**src/rtl/dd_pkg.sv**
```systemverilog
// Shared widths and FSM state type for the DD PUF response serializer.
// The PAR state only exists when DD_RESP_PARITY_EN is defined.
package dd_pkg;

  localparam int RESP_W = 128;
  localparam int BYTE_W = 8;
  localparam int NBYTES = 16;
  localparam int IDX_W  = 4;

  localparam logic [IDX_W-1:0] LAST_IDX = IDX_W'(NBYTES - 1);

`ifdef DD_RESP_PARITY_EN
  typedef enum logic [1:0] {
    ST_IDLE = 2'd0,
    ST_SEND = 2'd1,
    ST_PAR  = 2'd2
  } dd_state_e;
`else
  typedef enum logic [1:0] {
    ST_IDLE = 2'd0,
    ST_SEND = 2'd1
  } dd_state_e;
`endif

endpackage

```
**src/rtl/dd_rise_det.sv**
```systemverilog
// Registered rising-edge detector; the delayed copy resets to RST_VAL
// so a level already high at reset release is not seen as an edge.
module dd_rise_det #(
  parameter logic RST_VAL = 1'b1
) (
  input  logic CLK,
  input  logic RESET,
  input  logic i_d,
  output logic o_rise
);

  logic r_d;

  always_ff @(posedge CLK) begin
    if (RESET) r_d <= RST_VAL;
    else       r_d <= i_d;
  end

  assign o_rise = i_d & ~r_d;

endmodule

```
**src/rtl/dd_resp_serializer.sv**
```systemverilog
// Serializes a 128-bit DD PUF response into bytes over a valid/ready port.
// Define DD_RESP_PARITY_EN to append an XOR parity byte after byte 15.
module dd_resp_serializer
  import dd_pkg::*;
#(
  parameter bit MSB_FIRST = 1'b1
) (
  input  logic              CLK,
  input  logic              RESET,
  input  logic              DONE_IN,
  input  logic [RESP_W-1:0] RESP_IN,
  input  logic              TX_READY,
  input  logic              CLR_OVR,
  output logic [BYTE_W-1:0] TX_DATA,
  output logic              TX_VALID,
  output logic              BUSY,
  output logic              OVERRUN
);

  logic              w_rise;
  logic              w_xfer;
  logic [IDX_W-1:0]  w_sel;
  logic [BYTE_W-1:0] w_byte;

  dd_state_e         r_state;
  logic [RESP_W-1:0] r_sr;
  logic [IDX_W-1:0]  r_idx;
  logic              r_ovr;
`ifdef DD_RESP_PARITY_EN
  logic [BYTE_W-1:0] r_par;
`endif

  dd_rise_det #(
    .RST_VAL (1'b1)
  ) u_rise (
    .CLK    (CLK),
    .RESET  (RESET),
    .i_d    (DONE_IN),
    .o_rise (w_rise)
  );

  // MSB-first walks from the top byte down: 15 - idx == ~idx.
  assign w_sel  = MSB_FIRST ? ~r_idx : r_idx;
  assign w_byte = r_sr[w_sel*BYTE_W +: BYTE_W];

  assign BUSY     = (r_state != ST_IDLE);
  assign TX_VALID = BUSY;
  assign w_xfer   = TX_VALID & TX_READY;
  assign OVERRUN  = r_ovr;

  always_comb begin
    TX_DATA = '0;
    unique case (r_state)
      ST_SEND: TX_DATA = w_byte;
`ifdef DD_RESP_PARITY_EN
      ST_PAR:  TX_DATA = r_par;
`endif
      default: TX_DATA = '0;
    endcase
  end

  always_ff @(posedge CLK) begin
    if (RESET) begin
      r_state <= ST_IDLE;
      r_sr    <= '0;
      r_idx   <= '0;
      r_ovr   <= 1'b0;
`ifdef DD_RESP_PARITY_EN
      r_par   <= '0;
`endif
    end else begin
      // Set beats clear when both land together.
      r_ovr <= (w_rise & BUSY) | (r_ovr & ~CLR_OVR);
      unique case (r_state)
        ST_IDLE: begin
          if (w_rise) begin
            r_sr    <= RESP_IN;
            r_idx   <= '0;
            r_state <= ST_SEND;
`ifdef DD_RESP_PARITY_EN
            r_par   <= '0;
`endif
          end
        end
        ST_SEND: begin
          if (w_xfer) begin
            r_idx <= r_idx + 1'b1;
`ifdef DD_RESP_PARITY_EN
            r_par <= r_par ^ w_byte;
`endif
            if (r_idx == LAST_IDX) begin
`ifdef DD_RESP_PARITY_EN
              r_state <= ST_PAR;
`else
              r_state <= ST_IDLE;
`endif
            end
          end
        end
`ifdef DD_RESP_PARITY_EN
        ST_PAR: begin
          if (w_xfer) r_state <= ST_IDLE;
        end
`endif
        default: r_state <= ST_IDLE;
      endcase
    end
  end

endmodule

```
**config.mk**
```make
export PLATFORM = sky130hd
export DESIGN_NAME = dd_resp_serializer
export DESIGN_NICKNAME = d
export VERILOG_FILES = /design/src/rtl/dd_pkg.sv /design/src/rtl/dd_rise_det.sv /design/src/rtl/dd_resp_serializer.sv
export SDC_FILE = /design/constraint.sdc
export NUM_CORES = 1
export LEC_CHECK = 0
export ABC_AREA = 0
export BUFFER_PORTS_ARGS = -buffer_cell sky130_fd_sc_hd__buf_2
export CAP_MARGIN = 20
export CORE_MARGIN = 4
export CORE_UTILIZATION = 45
export DETAILED_ROUTE_END_ITERATION = 8
export MAX_ROUTING_LAYER = met4
export PLACE_DENSITY = 0.8
export SLEW_MARGIN = 40
export SYNTH_ARGS = -nofsm -noshare
export SYNTH_HDL_FRONTEND = slang
export SYNTH_SLANG_ARGS = --single-unit
```
**constraint.sdc**
```tcl
create_clock -name CLK -period 1.6 [get_ports CLK]
set_input_delay 0.08 -clock CLK [delete_from_list [all_inputs] [get_ports CLK]]
set_output_delay 0.08 -clock CLK [all_outputs]
set_load 0.005 [all_outputs]
```
Word-level counts from Yosys, hierarchy flattened
Index checks and enable logic that the tools add are counted.
{"block": "classes", "n_addsub": 1, "eq_ne": 5, "shifts": 1, "muxes": 8, "n_bitwise": 8, "n_reduce_logical": 6}
{"cell": "128-bit by 8-bit indexed part select with 8-bit output", "n": 1}
{"cell": "4-bit 2-to-1 mux", "n": 2}
{"cell": "8-bit 2-to-1 mux", "n": 1}
{"cell": "4-bit one-hot mux with 2 select lines", "n": 1}
{"cell": "2-bit 2-to-1 mux", "n": 3}
{"cell": "2-bit != test (second input constant)", "n": 3}
{"cell": "3-bit AND reduction", "n": 2}
{"cell": "4-bit by 1-bit adder with 4-bit output (second input constant)", "n": 1}
{"cell": "1-bit bitwise AND", "n": 4}
{"cell": "4-bit equality test (second input constant)", "n": 1}
{"cell": "4-bit inverter", "n": 1}
{"cell": "2-bit one-hot mux with 2 select lines", "n": 1}
{"cell": "2-bit nonzero test", "n": 2}
{"cell": "2-bit by 1-bit equality test with 1-bit output (second input constant)", "n": 1}
{"cell": "2-bit logical NOT", "n": 1}
{"cell": "1-bit inverter", "n": 2}
{"cell": "2-bit AND reduction", "n": 1}
{"cell": "1-bit bitwise OR", "n": 1}
{"block": "totals", "ff_bits": 136, "in_bits": 133, "output_inout_bits": 11, "word_cells": 34}

Longest topological paths before layout
{"block": "logic_depth", "ltp_word": 4, "depth_mapped": 7, "ltp_nobuf": 4}

Modules after synthesis
A second synthesis with hierarchy kept.
{"block": "unflattened", "cells_unflattened": 683, "hier_area_um2": 5845.6}
{"module": "dd_resp_serializer", "instances": 1, "cells_per_inst": 680, "area_each_um2": 5813.1, "seq_area_each_um2": 2682.6}
{"module": "dd_rise_det", "instances": 1, "cells_per_inst": 3, "area_each_um2": 32.5, "seq_area_each_um2": 20.0}

Worst setup path after synthesis
No wires, ideal clock.
{"block": "synth_path", "path_kind": "flip-flop to output port", "start": "register r_idx[2]", "end": "output TX_DATA[3]", "arrival_time_ps": 1308, "t_required_ps": 1520, "setup_slack_ps": 212, "stages_incl_launch_ff": 7, "path_buffers": 2, "path_cell_list": "dfxtp_1 buf_6 buf_12 mux4_2 nand2b_1 nand3_1 o21ai_1"}
{"block": "synth_via", "elab_chain_len": 3}
{"element": "start: declaration", "line_no": "dd_resp_serializer.sv:27", "rtl": "logic [IDX_W-1:0] r_idx;"}
{"element": "start signal: assignment", "line_no": "dd_resp_serializer.sv:87", "rtl": "r_idx <= r_idx + 1'b1;"}
{"element": "4-bit inverter", "line_no": "dd_resp_serializer.sv:43", "rtl": "assign w_sel = MSB_FIRST ? ~r_idx : r_idx;"}
{"element": "128-bit by 8-bit indexed part select with 8-bit output", "line_no": "dd_resp_serializer.sv:44", "rtl": "assign w_byte = r_sr[w_sel*BYTE_W +: BYTE_W];"}
{"element": "8-bit 2-to-1 mux", "line_no": "dd_resp_serializer.sv:53", "rtl": "unique case (r_state)"}
{"element": "end: declaration", "line_no": "dd_resp_serializer.sv:14", "rtl": "output logic [BYTE_W-1:0] TX_DATA,"}
No other way between the ends.

Worst setup path in the final report
{"block": "layout_path", "start": "register r_idx[2]", "end": "output TX_DATA[6]"}
The elaborated chain is that of the path after synthesis.

==> summary.txt <==
Pwr
  • Leak: approximately 3.4 nW
  • Max VDD drop: about 0.00099 V
  • Total power: roughly 8.6 mW
  • Power density cells: roughly 960 nW/µm²

Route
  • Drt drc: 0
  • Post-route antenna net violation count: 0
  • Total number of vias: 6221
  • Routed vias/inst: roughly 5.3
  • Drt total wl: between 15000 and 20000 µm
  • Number of DRC markers in iteration 0: 745
  • Drt first pass iters: 5
  • Wire per inst: 17.0 µm

Synthesis
  • Area leader, netlist: dfxtp_1
  • Post-synthesis cell type count: 29
  • Area contributors post-synth: dfxtp_1 46%, nand2_1 17%, a21oi_1 11%
  • Yosys warnings: 0
  • Seq/Total Area, Yosys: a little under half
  • Post-Syn Nets: roughly 860
  • Cells after Synth: a little over 700
  • Yosys top cell area share: 46.2%
  • Mapped Area: 5850 µm²
  • Yosys reg bits: between 100 and 150
  • Syn_area_per_cell: approximately 8 µm²

Run status
  • Status: finished, violations left
  • Failing checks: setup timing

Setup path
  • Worst r2r path cells: 5
  • FF-to-FF setup slack: about 180 ps
  • Crit path DAT: ~1900 ps
  • Slowest stage cell, crit path: mux4_2
  • R2r startpoint: u_rise.r_d
  • R2r endpoint: r_sr[25]
  • WS Path Type: reg2out
  • Crit. End Element: output port
  • CP bufs+invs: 2
  • Max FO, Critical Path: 8
  • Startpoint Class: flop
  • Worst path required time: around 1500 ps
  • Worst path top cell family by delay: multiplexers
  • Cell Chain, Critical Path: buf_6, mux4_2, nand2b_4, nand3_2, o21ai_2, buf_2
  • Slowest stage delay, CP: approximately 510 ps

Layout
  • Most frequent cells in the layout: 267 x nand2_1, 142 x buf_2, 134 x a21oi_1, 132 x dfxtp_1, 131 x dlygate4sd3_1
  • Filler instances: between 800 and 900
  • Commonest non-fill, non-tap cell in the layout: nand2_1
  • Nets: about 1100
  • Layout cells sized above 1: about a quarter
  • Final instance area: around 8900 µm²
  • P&R area growth vs syn: 52.2%

STA
  • Slew @ Worst Pin: around 430 ps
  • Setup ws final: -360 ps
  • Fin. Hold Viols: 0
  • Max frequency: between 0.5 and 0.6 GHz
  • Slew margin rel.: a little under three quarters
  • Unrepaired setup endpoints after global routing: true
  • Crit share post-route: 122%
  • Final setup fails: 8
  • Slew Limit Fails: 0
  • Fin Clk Skew: around 6.7 ps
  • Final Critical Period: between 1500 and 2000 ps

GRT
  • GRT Total Usage: 27.3%
  • Grt ovf: 0
  • Largest net degree at the start of global routing: between 60 and 70
  • Initial antenna violation count: 1
  • First-pass GRT wire length: approximately 30000 µm
  • Number of global-route vias before repair: between 6000 and 7000

CTS
  • Clk slew on worst S/H paths: 60 ps
  • Root buffer cell: clkbuf_16
  • Total CTS buffers: 17
  • Buffer levels on the longest clock path: 2
  • Clock latency on the worst-skew pair: 420 ps
  • H-tree Lvls: 4
  • CTS tree: built
  • Clk sinks: approximately 140

Flow run
  • MaxCap Viol Count: 0

Placed design
  • Area post-placement: between 6000 and 7000 µm²
  • Detail Placement HPWL: 11400 µm
  • Routability cong.: 0.822
  • Port buffer count: roughly 140

Floorplanning
  • Die height: 122 µm
  • Initial Util: a little under half
  • Die Wd: between 100 and 150 µm
  • Die Footprint: approximately 15000 µm²
  • Core Box Area: ~13000 µm²
  • # IOs: 144
  • Floorplan row count: 41

Worst hold path
  • Critical hold path startpoint: RESET
  • Hold path cells: 2
  • Worst min path class: in2reg
  • Hold EP: r_sr[30]
==> worst max path at each step <==
| stage | startpoint | end | slack (ps) | cells after the start |
|---|---|---|---|---|
| floorplan | r_idx[2] | TX_DATA[3] | 210 | 6 |
| detailed placement | r_idx[2] | TX_DATA[0] | -50 | 6 |
| global route | r_idx[2] | TX_DATA[7] | -440 | 7 |
| finish | r_idx[2] | TX_DATA[6] | -360 | 6 |
| CTS | r_idx[2] | TX_DATA[3] | -350 | 6 |
| global placement | r_idx[2] | TX_DATA[7] | -40 | 6 |
==> timing repair <==
item	CTS	global route
gates resized for setup	32	7
pin swaps	1	2
hold endpoints to repair	131	0
hold buffers	131	0
cloned	0	0
buffers inserted	1	3
setup endpoints to repair	8	19
==> metal layers <==
metal	GRT usage (%)	wire (µm)
met4	14.7	976
met2	46.0	9840
met3	5.29	1250
met5	-	0
met1	30.5	7820
==> synth_stat cells, drive strengths merged <==
cell type / count
nor2: 5
a21oi: 134
dfxtp: 135
or2: 1
nand2: 267
clkbuf: 19
mux4: 8
buf: 42
a311oi: 1
nor3b: 1
nand2b: 9
nand3: 10
o21ai: 10
or3: 1
inv: 1
mux2i: 48
o221a: 1
nor2b: 5
a22oi: 24
ha: 1
and2: 1
and3: 1
==> registers in the layout (all words and copies together), names as in the netlist <==
register,cells
OVERRUN,1
r_state,1
r_sr,128
r_idx,4
u_rise.r_d,1
==> layout make-up <==
cell class	instances	area [µm²]	area share, %
flip-flops and latches	135	2710	30.5
diodes	1	2.50	0.0281
repair buffers	302	2380	26.8
well taps	172	215	2.42
clock buffers	24	512	5.75
clock inverters	7	115	1.29
multi-input cells	528	2960	33.2
inverters	1	3.75	0.0422
==> cells by family after synthesis <==
| group | share of synthesized area, % |
|---|---|
| AND/OR/NAND/NOR | 20.5 |
| AO/OA/AOI/OAI | 15.7 |
| flip-flops | 46.2 |
| buffers and inverters | 5.78 |
| multiplexers | 11.5 |
| adder cells (fa/ha/maj) | 0.214 |
==> report_power, final <==
group          switching [mW]  total, mW  leakage [nW]  internal (mW)
clock network            1.42       4.11         0.304           2.69
logic                   0.410      0.921          1.98          0.511
registers              0.0724       3.55          1.10           3.47
total                    1.90       8.57          3.38           6.67
==> through the flow <==
stage	setup TNS (ps)	hold slack, ps	util, %	worst slack, ps	std cells
final	-2750	92.5	70.2	-360	1170
after global routing	-3200	106	70.2	-444	1170
after CTS	-2660	81.9	69.7	-349	1166
after detailed placement	-135	299	53.4	-46.5	1003
after global placement	-86.4	295	53.4	-42.4	1003
after floorplan	0	187	-	212	725
Power figures use the tool's default switching activity.
